==> src/rtl/match_event_logger.sv <==
// match_event_logger
//   Timestamps every match reported by the serial sequence detector. It keeps a
//   saturating match count and the gap between the two most recent matches, and
//   buffers match timestamps in a first-word fall-through FIFO. A host drains the
//   FIFO over a valid/ready handshake. It runs on the detector's bit clock, so
//   one cycle equals one serial bit.
//
// Ports
//   clk          rising-edge clock
//   rst          synchronous active-high reset
//   en           enables timestamping and event capture (FIFO readout unaffected)
//   clear        synchronous soft clear; same effect as rst, wins over events/pops
//   match_in     detector match flag, sampled every cycle
//   ts_valid     FIFO non-empty
//   ts_data      head timestamp (0 while ts_valid=0)
//   ts_ready     consumer accepts the head entry
//   match_count  saturating count of accepted matches
//   last_gap     cycles between the two most recent matches, saturating
//   fifo_level   occupied FIFO entries
//   overflow     sticky: a match was dropped because the FIFO was full
module match_event_logger #(
    parameter int TS_W  = 16,
    parameter int CNT_W = 16,
    parameter int DEPTH = 8
) (
    input  logic                     clk,
    input  logic                     rst,
    input  logic                     en,
    input  logic                     clear,
    input  logic                     match_in,
    output logic                     ts_valid,
    output logic [TS_W-1:0]          ts_data,
    input  logic                     ts_ready,
    output logic [CNT_W-1:0]         match_count,
    output logic [TS_W-1:0]          last_gap,
    output logic [$clog2(DEPTH):0]   fifo_level,
    output logic                     overflow
);

    localparam int AW = $clog2(DEPTH);
    localparam int LW = AW + 1;

    logic [TS_W-1:0]  ts_q, ts_d;
    logic [TS_W-1:0]  gap_q, gap_d;
    logic             has_prev_q, has_prev_d;
    logic [CNT_W-1:0] cnt_q, cnt_d;
    logic [TS_W-1:0]  last_gap_q, last_gap_d;
    logic [AW-1:0]    wr_ptr_q, wr_ptr_d;
    logic [AW-1:0]    rd_ptr_q, rd_ptr_d;
    logic [LW-1:0]    level_q, level_d;
    logic             ovf_q, ovf_d;
    logic [TS_W-1:0]  mem [DEPTH];

    logic evt;
    logic empty;
    logic full;
    logic pop;
    logic push;

    always_comb begin
        evt   = en & match_in;
        empty = (level_q == '0);
        full  = (level_q == LW'(DEPTH));
        pop   = ~empty & ts_ready;
        // A full FIFO can still take a push when the head leaves in the same cycle.
        push  = evt & (~full | pop);

        ts_d       = ts_q;
        gap_d      = gap_q;
        has_prev_d = has_prev_q;
        cnt_d      = cnt_q;
        last_gap_d = last_gap_q;
        wr_ptr_d   = wr_ptr_q;
        rd_ptr_d   = rd_ptr_q;
        ovf_d      = ovf_q;

        if (en) begin
            ts_d = ts_q + TS_W'(1);
        end

        if (evt) begin
            gap_d      = '0;
            has_prev_d = 1'b1;
            // gap_ctr counts idle en-cycles; the gap between events is one more.
            if (has_prev_q) begin
                last_gap_d = (gap_q == '1) ? '1 : gap_q + TS_W'(1);
            end else begin
                last_gap_d = '0;
            end
            if (cnt_q != '1) begin
                cnt_d = cnt_q + CNT_W'(1);
            end
            if (!push) begin
                ovf_d = 1'b1;
            end
        end else if (en) begin
            if (gap_q != '1) begin
                gap_d = gap_q + TS_W'(1);
            end
        end

        if (push) begin
            wr_ptr_d = wr_ptr_q + AW'(1);
        end
        if (pop) begin
            rd_ptr_d = rd_ptr_q + AW'(1);
        end
        level_d = level_q + LW'(push) - LW'(pop);
    end

    always_ff @(posedge clk) begin
        if (rst || clear) begin
            ts_q       <= '0;
            gap_q      <= '0;
            has_prev_q <= 1'b0;
            cnt_q      <= '0;
            last_gap_q <= '0;
            wr_ptr_q   <= '0;
            rd_ptr_q   <= '0;
            level_q    <= '0;
            ovf_q      <= 1'b0;
        end else begin
            ts_q       <= ts_d;
            gap_q      <= gap_d;
            has_prev_q <= has_prev_d;
            cnt_q      <= cnt_d;
            last_gap_q <= last_gap_d;
            wr_ptr_q   <= wr_ptr_d;
            rd_ptr_q   <= rd_ptr_d;
            level_q    <= level_d;
            ovf_q      <= ovf_d;
        end
    end

    // Storage needs no reset: entries are only visible through level/pointers,
    // which are reset, and ts_data is masked while the FIFO is empty.
    always_ff @(posedge clk) begin
        if (push) begin
            mem[wr_ptr_q] <= ts_q;
        end
    end

    assign ts_valid    = ~empty;
    assign ts_data     = ts_valid ? mem[rd_ptr_q] : '0;
    assign match_count = cnt_q;
    assign last_gap    = last_gap_q;
    assign fifo_level  = level_q;
    assign overflow    = ovf_q;

endmodule

==> config.mk <==
export PLATFORM = sky130hd
export DESIGN_NAME = match_event_logger
export DESIGN_NICKNAME = d
export VERILOG_FILES = /design/src/rtl/match_event_logger.sv
export SDC_FILE = /design/constraint.sdc
export NUM_CORES = 1
export LEC_CHECK = 0
export CORE_UTILIZATION = 63
export CTS_CLUSTER_SIZE = 28
export DETAILED_ROUTE_END_ITERATION = 16
export PLACE_DENSITY = 0.84
export SLEW_MARGIN = 15
export SYNTH_ARGS = -nofsm -noshare
export SYNTH_HDL_FRONTEND = slang
export SYNTH_SLANG_ARGS = --single-unit
==> constraint.sdc <==
create_clock -name clk -period 10.6 [get_ports clk]
set_clock_uncertainty 0.1 [all_clocks]
set_input_delay 2.12 -clock clk [delete_from_list [all_inputs] [get_ports clk]]
set_output_delay 2.12 -clock clk [all_outputs]
set_load 0.02 [all_outputs]
After elaboration in Yosys (flattened, before gate mapping):

Memory sizes are Yosys's and may differ from the RTL's. A register that Yosys moved wholly into a read port is not among the register bits.
Index checks and enable logic that the tools add are counted.

* add/subtract/negate cells: 7
* equal/unequal tests: 4
* mux-type cells: 7
* bitwise operators: 7
* reduce and logical (&&, ||, !) cells: 6

Operators with widths (count)
* $add A16 B1 Y16 const B: 3
* $mux W16: 3
* $ne A16 B16 Y1 const B: 2
* $eq A16 B16 Y1 const B: 1
* $add A3 B1 Y3 const B: 2
* $mux W3: 2
* $reduce_and A2 Y1: 3
* $add A4 B1 Y4: 1
* $eq A4 B4 Y1 const B: 1
* $logic_not A4 Y1: 1
* $sub A4 B1 Y4: 1
* $and A1 B1 Y1: 3
* $not A1 Y1: 3
* $mux W1: 2
* $reduce_or A2 Y1: 1
* $logic_or A1 B1 Y1: 1
* $or A1 B1 Y1: 1

* flip-flop bits (word level): 76
* RAM bits: 128
* input bits: 6
* word-level logic and storage cells: 41
* memories kept: 1

Memory list
* mem: depth 8, width 16, read ports 1, clocked after Yosys merged registers in 1, write ports 1, line 52 `logic [TS_W-1:0] mem [DEPTH];`

Logic depth before layout (Yosys ltp):

Gate-level depths: netlist of the first run.

* word-level depth: 7
* depth in mapped cells: 13
* mapped depth without buffers: 12

Worst setup path after synthesis of the first run:

Ideal clock, no wire load.

* kind: input port to flip-flop
* from: in en
* to: mem mem[2][0], enable pin
* library setup time: 0.436 ns
* data arrival time: 4.325 ns
* required time: 10.064 ns
* setup slack: 5.738 ns
* cell stages on the path: 4
* buffers on the path: 1
* cell sequence: buf_6 -> nand2_4 -> a31o_2 -> nor4b_1

* word-level cells in the longest chain between the ends: 4

RTL lines
* start, declared: line 28 `input logic en,`
* $and A1 B1 Y1: line 61 `evt = en & match_in;`
* $and A1 B1 Y1: line 66 `push = evt & (~full | pop);`
* $mux W1: line 138 `if (push) begin`
* $mux W1 (implied by the code): line 139 `mem[wr_ptr_q] <= ts_q;`
* end, declared: line 52

No other way between the ends.

==> results of run 1 <==
worst register-to-register path, stage by stage (launching register included):
cell     delay [ps]
dfxtp_1         340
nor2_1          230
and2_1          690
inv_1           270
nand3_1         230
nand2_1          80
ha_1            210
fa_1            390
xnor2_1         150
nor2_1           50
power groups by stage:
stage               Combinational [mW]  Sequential [mW]  Clock [mW]
floorplan                       0.0851            0.879           0
global placement                 0.137            0.878           0
detailed placement               0.140            0.879           0
CTS                              0.141            0.862       0.745
global route                     0.151            0.862       0.774
finish                           0.139            0.862       0.740
routing by layer:
layer	share of wire, %	up-vias	routed length [µm]
met1	41	2913	7690
met4	2.7	0	511
met2	51	217	9660
met3	5.1	41	960
li1	-	2667	-
met5	0	-	0
state kept, by name, summed over array words and instances (netlist names), named ones only:
name,count
ts_q,16
overflow,1
match_count,16
rd_ptr_q,3
last_gap,16
mem,128
has_prev_q,1
fifo_level,4
gap_q,16
wr_ptr_q,3
cell families after synthesis:
group | count (synthesis)
simple gates | 211
xor+xnor | 23
mux | 60
fa+ha+maj | 11
compound gates | 101
flops | 207
buf+inv | 53
placed cells by master (no fill, tap or decap), types with 12 or more instances in the layout:
| cell | n |
|---|---|
| a21oi_1 | 27 |
| nor2_1 | 44 |
| dfxtp_1 | 77 |
| nand4_1 | 15 |
| mux4_2 | 32 |
| or3_1 | 20 |
| clkbuf_16 | 21 |
| nand3_1 | 17 |
| mux2i_1 | 28 |
| clkdlybuf4s50_1 | 59 |
| xnor2_1 | 12 |
| nand2_1 | 57 |
| o21ai_0 | 17 |
| edfxtp_1 | 128 |
| buf_4 | 12 |
| o211ai_1 | 12 |
cell type report:
class / count / area, µm² / area share [%]
clock buffers: 29 / 606 / 5.91
clock inverters: 8 / 92.6 / 0.904
inverters: 11 / 41.3 / 0.403
multi-input cells: 406 / 3180 / 31.0
flip-flops and latches: 207 / 5430 / 53.0
well taps: 176 / 220 / 2.15
repair buffers: 71 / 681 / 6.64
worst max path at each step:
stage / slack [ps] / end / start / cells after the start
2_1_floorplan: 5740 / mem[2][0] / en / 4
3_3_place_gp: 5670 / mem[6][9] / en / 7
3_5_place_dp: 5570 / mem[2][3] / en / 6
4_1_cts: 5520 / ts_data[15] / flip-flop / 5
5_1_grt: 5410 / ts_data[15] / flip-flop / 5
6_report: 5560 / ts_data[15] / flip-flop / 5
through the flow:
| step | hold slack, ps | total power [mW] | util, % |
|---|---|---|---|
| 2_1_floorplan | 354 | 0.964 | - |
| 3_3_place_gp | 348 | 1.01 | 71.2 |
| 3_5_place_dp | 351 | 1.02 | 71.2 |
| 4_1_cts | 367 | 1.75 | 76.4 |
| 5_1_grt | 392 | 1.79 | 76.4 |
| 6_report | 361 | 1.74 | 76.4 |
==> impl_metrics.tcl, run 1 <==
set metrics [dict create \
    status "completed" \
    final_cell_count_no_fill 908 \
    place_ws_ps 5570 \
    fmax_mhz 198 \
    clkTransAtPathRegs_ps 60 \
    synthCells 666 \
    num_vias 5838 \
    insertion_delay_ps 490 \
    drtPass1Iterations 5 \
    drt.antenna.violating_nets 0 \
    area_growth_pct 16.8 \
    grt.met1_usage_pct 35.3 \
    worstSetupStartpointType "flip-flop" \
    hold_start "last_gap[1]" \
    hold_depth 2 \
    hold_viol 0 \
    p_leak_nw 3.18 \
    power_density_nw_per_um2 170 \
    grt_pass1_vias 5932 \
    wl_um 18800 \
    fin_nets 735 \
    cts.sinks 207 \
    synth_enable_flop_cells 128 \
    tns_ps 0 \
    path_delay_family "buffers and inverters" \
    switchingPower_mw 0.378 \
    dp_hpwl_um 11700 \
    synth_top_area_share_pct 43.8 \
    use_met3_pct 3.23 \
    synthMuxAreaShare_pct 11.4 \
    numPortBuffers 59 \
    num_rows 42 \
    setup_violations 0 \
    overflow 0 \
    synth_most_common_cell "edfxtp_1" \
    fillers 824 \
    drtIter0Drc 557 \
    synthSimpleGateAreaFrac_pct 12.4 \
    floorplan.initialDensity_pct 65.4 \
    postSynth.asyncResetShare_pct 0 \
    drive_gt1_share_pct 13.4 \
    die_h_um 120 \
    switching_share_pct 21.7 \
    hold_class "reg2reg" \
    fin_area_um2 10200 \
    rsz0062_at_grt "no" \
    slowest_stage "mux4_2" \
    fin_ws_ps 5560 \
    period_share_pct 47.6 \
    cts_tree "done" \
    yosys_warnings 0 \
    synth_fp_nets 683 \
    endpoint_kind "output pin" \
    placedCellCount 871 \
    design.core.area_um2 13400 \
    netlist_area_um2 8770 \
    holdPathEnd "last_gap[1]" \
    synthTopCellsByArea "edfxtp_1 (44%), dfxtp_1 (18%), mux4_2 (8.2%)" \
    seq_power_share_pct 49.5 \
    grt_max_degree 48 \
    peakVddDrop_mv 0.153 \
    cts_hold_buffers 0 \
    io_pins 60 \
    p_clk_share_pct 42.5 \
    worst_pin_slew_ps 1150 \
    synth_largest_area_cell "edfxtp_1" \
    antenna_found_initial 0 \
    maxCapViolCount 0 \
    synth_compound_area_share_pct 7.88 \
    path_class "reg2out" \
    clock_path_buffers 3 \
    synth_top_family_by_area "simple AND/OR/NAND/NOR gates" \
    drc 0 \
    rrSetupSlack_ps 7720 \
    cp_num_buf_inv 2 \
    path_cells "buf_4 -> mux4_2 -> mux2i_1 -> nor2_1 -> clkdlybuf4s50_1" \
    cts_inserted_buffers 21 \
    grt.busiest_layer "met2" \
    syn_area_per_cell_um2 13.2 \
    place_congestion 0.858 \
    seq_area_frac_synth_pct 61.9 \
    r2r-start "fifo_level[0]" \
    synth_cell_types 60 \
    cts-root-buf "clkbuf_16" \
    max_stage_delay_ps 610 \
    placed_cell_area_um2 9540 \
    ys_seq_elements 207 \
    grt_usage_pct 27.3 \
    yosys.area_share.xor_xnor_pct 2.30 \
    fin_crit_ps 5040 \
    drv_slew 0 \
    synth-main-ff-cell "edfxtp_1" \
    grt_use_met2_pct 47.8 \
    cp_data_arrival_time_ps 2820 \
    r2r_end "fifo_level[2]" \
    die_w_um 120 \
    diodes 0 \
    yosys.area_share.adder_pct 1.66 \
    viasPerCell 6.43 \
    reg2regPathDepth 9 \
    dieArea_um2 14400 \
    max_slew_margin_pct 23.5 \
    yosys-top-cells-count "edfxtp_1 (128), dfxtp_1 (79), nand2_1 (57)" \
    grt_pass1_wl_um 30300 \
    cts-resized-gates 0 \
    critPathMaxFanout 32 \
    comb_power_share_pct 8.0 \
    cp.required_ps 8380 \
    internal_power_mw 1.36 \
    ctsHtreeMaxLevel 1 \
    wl_per_cell_um 20.7 \
    post_cts_buffers 0 \
]
Note: power is estimated with default switching activity, not from simulation.
==> run 2, diff against run 1 <==
CORE_UTILIZATION = 53   (was 63)
PLACE_DENSITY = 0.76   (was 0.84)
clock period = 4.35 ns   (was 10.6 ns; I/O delays follow)
==> impl_metrics.tcl, run 2 (synthesis results as in run 1) <==
set metrics [dict create \
    grt_usage_pct 22.9 \
    rsz0062_at_grt "no" \
    hold_class "reg2reg" \
    drv_slew 0 \
    critPathMaxFanout 20 \
    maxCapViolCount 0 \
    worst_pin_slew_ps 858 \
    die_h_um 131 \
    dp_hpwl_um 11700 \
    setup_violations 0 \
    grt.busiest_layer "met2" \
    insertion_delay_ps 500 \
    fin_nets 744 \
    status "completed" \
    drtIter0Drc 424 \
    peakVddDrop_mv 0.271 \
    grt_pass1_wl_um 29900 \
    drive_gt1_share_pct 14.1 \
    die_w_um 131 \
    drt.antenna.violating_nets 0 \
    dieArea_um2 17100 \
    cts_inserted_buffers 22 \
    drc 0 \
    cts.sinks 207 \
    cts-root-buf "clkbuf_16" \
    design.core.area_um2 16000 \
    power_mw 4.35 \
    worstSetupStartpointType "flip-flop" \
    grt_use_met2_pct 39.8 \
    endpoint_kind "output pin" \
    floorplan.initialDensity_pct 54.8 \
    cts-resized-gates 0 \
    power_density_nw_per_um2 419 \
    num_rows 46 \
    overflow 0 \
    period_share_pct 85.4 \
    num_vias 5893 \
    place_congestion 0.866 \
    path_class "reg2out" \
    io_pins 60 \
    clock_path_buffers 3 \
    wl_um 19000 \
    grt.met1_usage_pct 29.3 \
    grt_max_degree 33 \
    numPortBuffers 59 \
    max_slew_margin_pct 42.8 \
    area_growth_pct 18.6 \
    layout_common_cells "edfxtp_1 (128), dfxtp_1 (78), clkdlybuf4s50_1 (59)" \
    cts_hold_buffers 0 \
    post_cts_buffers 0 \
    grt_pass1_vias 5856 \
    fin_crit_ps 3720 \
    fmax_mhz 269 \
    final_common_cell "edfxtp_1" \
    largest_register_ffs 128 \
    viasPerCell 6.14 \
    use_met3_pct 3.79 \
    antenna_found_initial 0 \
    tns_ps 0 \
    ctsHtreeMaxLevel 1 \
    cts_tree "done" \
    cp.required_ps 3380 \
    diodes 0 \
    clkTransAtPathRegs_ps 60 \
    largest_register "mem" \
    drtPass1Iterations 5 \
    hold_viol 0 \
    fillers 1214 \
    cp_data_arrival_time_ps 2750 \
    wl_per_cell_um 19.8 \
    p_leak_nw 3.24 \
]
-- run 2: cell types whose count changed in the layout (fill, tap and decap cells not counted), sizes merged --
cell / change
buf: +8
bufinv: +1
clkinvlp: +2
-- run 2: power breakdown --
part / total (mW) / internal, mW / leakage (nW) / switching [mW]
sequential: 2.10 / 2.08 / 1.75 / 0.0188
combinational: 0.345 / 0.151 / 1.12 / 0.194
clock: 1.90 / 1.17 / 0.360 / 0.738
total: 4.35 / 3.40 / 3.24 / 0.951
-- run 2: metal layers --
layer  vias to the layer above  wire length [µm]  part of all wire [%]
li1                       2689                 -                     -
met5                         -                 0                     0
met3                        28              1170                   6.1
met2                       188              9480                    50
met1                      2988              7940                    42
met4                         0               374                   2.0
-- run 2: cell type report --
| cell class | instances | area [µm²] | area share, % |
|---|---|---|---|
| Clock buffer | 29 | 608 | 5.85 |
| Clock inverter | 11 | 139 | 1.34 |
| Inverter | 11 | 41.3 | 0.397 |
| Multi-Input combinational cell | 406 | 3160 | 30.4 |
| Sequential cell | 207 | 5430 | 52.2 |
| Tap cell | 216 | 270 | 2.60 |
| Timing Repair Buffer | 79 | 753 | 7.24 |
-- run 2: final timing paths --
check         startpoint          end  slack [ps]  depth (start not counted)
min          last_gap[4]  last_gap[4]         350                          2
min reg2reg  last_gap[4]  last_gap[4]         350                          2
max            flip-flop   ts_data[7]         630                          5
max reg2reg     gap_q[0]  last_gap[9]        1680                          5
-- run 2: through the flow --
| step | std cells | hold slack, ps | setup WS (ps) | cell area [µm²] | utilization, % |
|---|---|---|---|---|---|
| after floorplan | 666 | 354 | 738 | 8770 | - |
| after global placement | 919 | 344 | 1160 | 9660 | 60.3 |
| after detailed placement | 919 | 353 | 1090 | 9660 | 60.3 |
| after CTS | 959 | 354 | 556 | 10400 | 65.0 |
| after global routing | 959 | 402 | 435 | 10400 | 65.0 |
| final | 959 | 353 | 635 | 10400 | 65.0 |
-- run 2: worst max-delay path, cell delays in order, from the launching register on --
cell             delay (ps)
dfxtp_2                 650
buf_12                  270
mux4_2                  550
mux2i_1                 170
nor2_1                   60
clkdlybuf4s50_1         540
==> run 3, diff against run 2 <==
TNS_END_PERCENT = 50   (was unset)
==> results of run 3 <==
Final layout, timing and power as in run 2 (identical DEF).
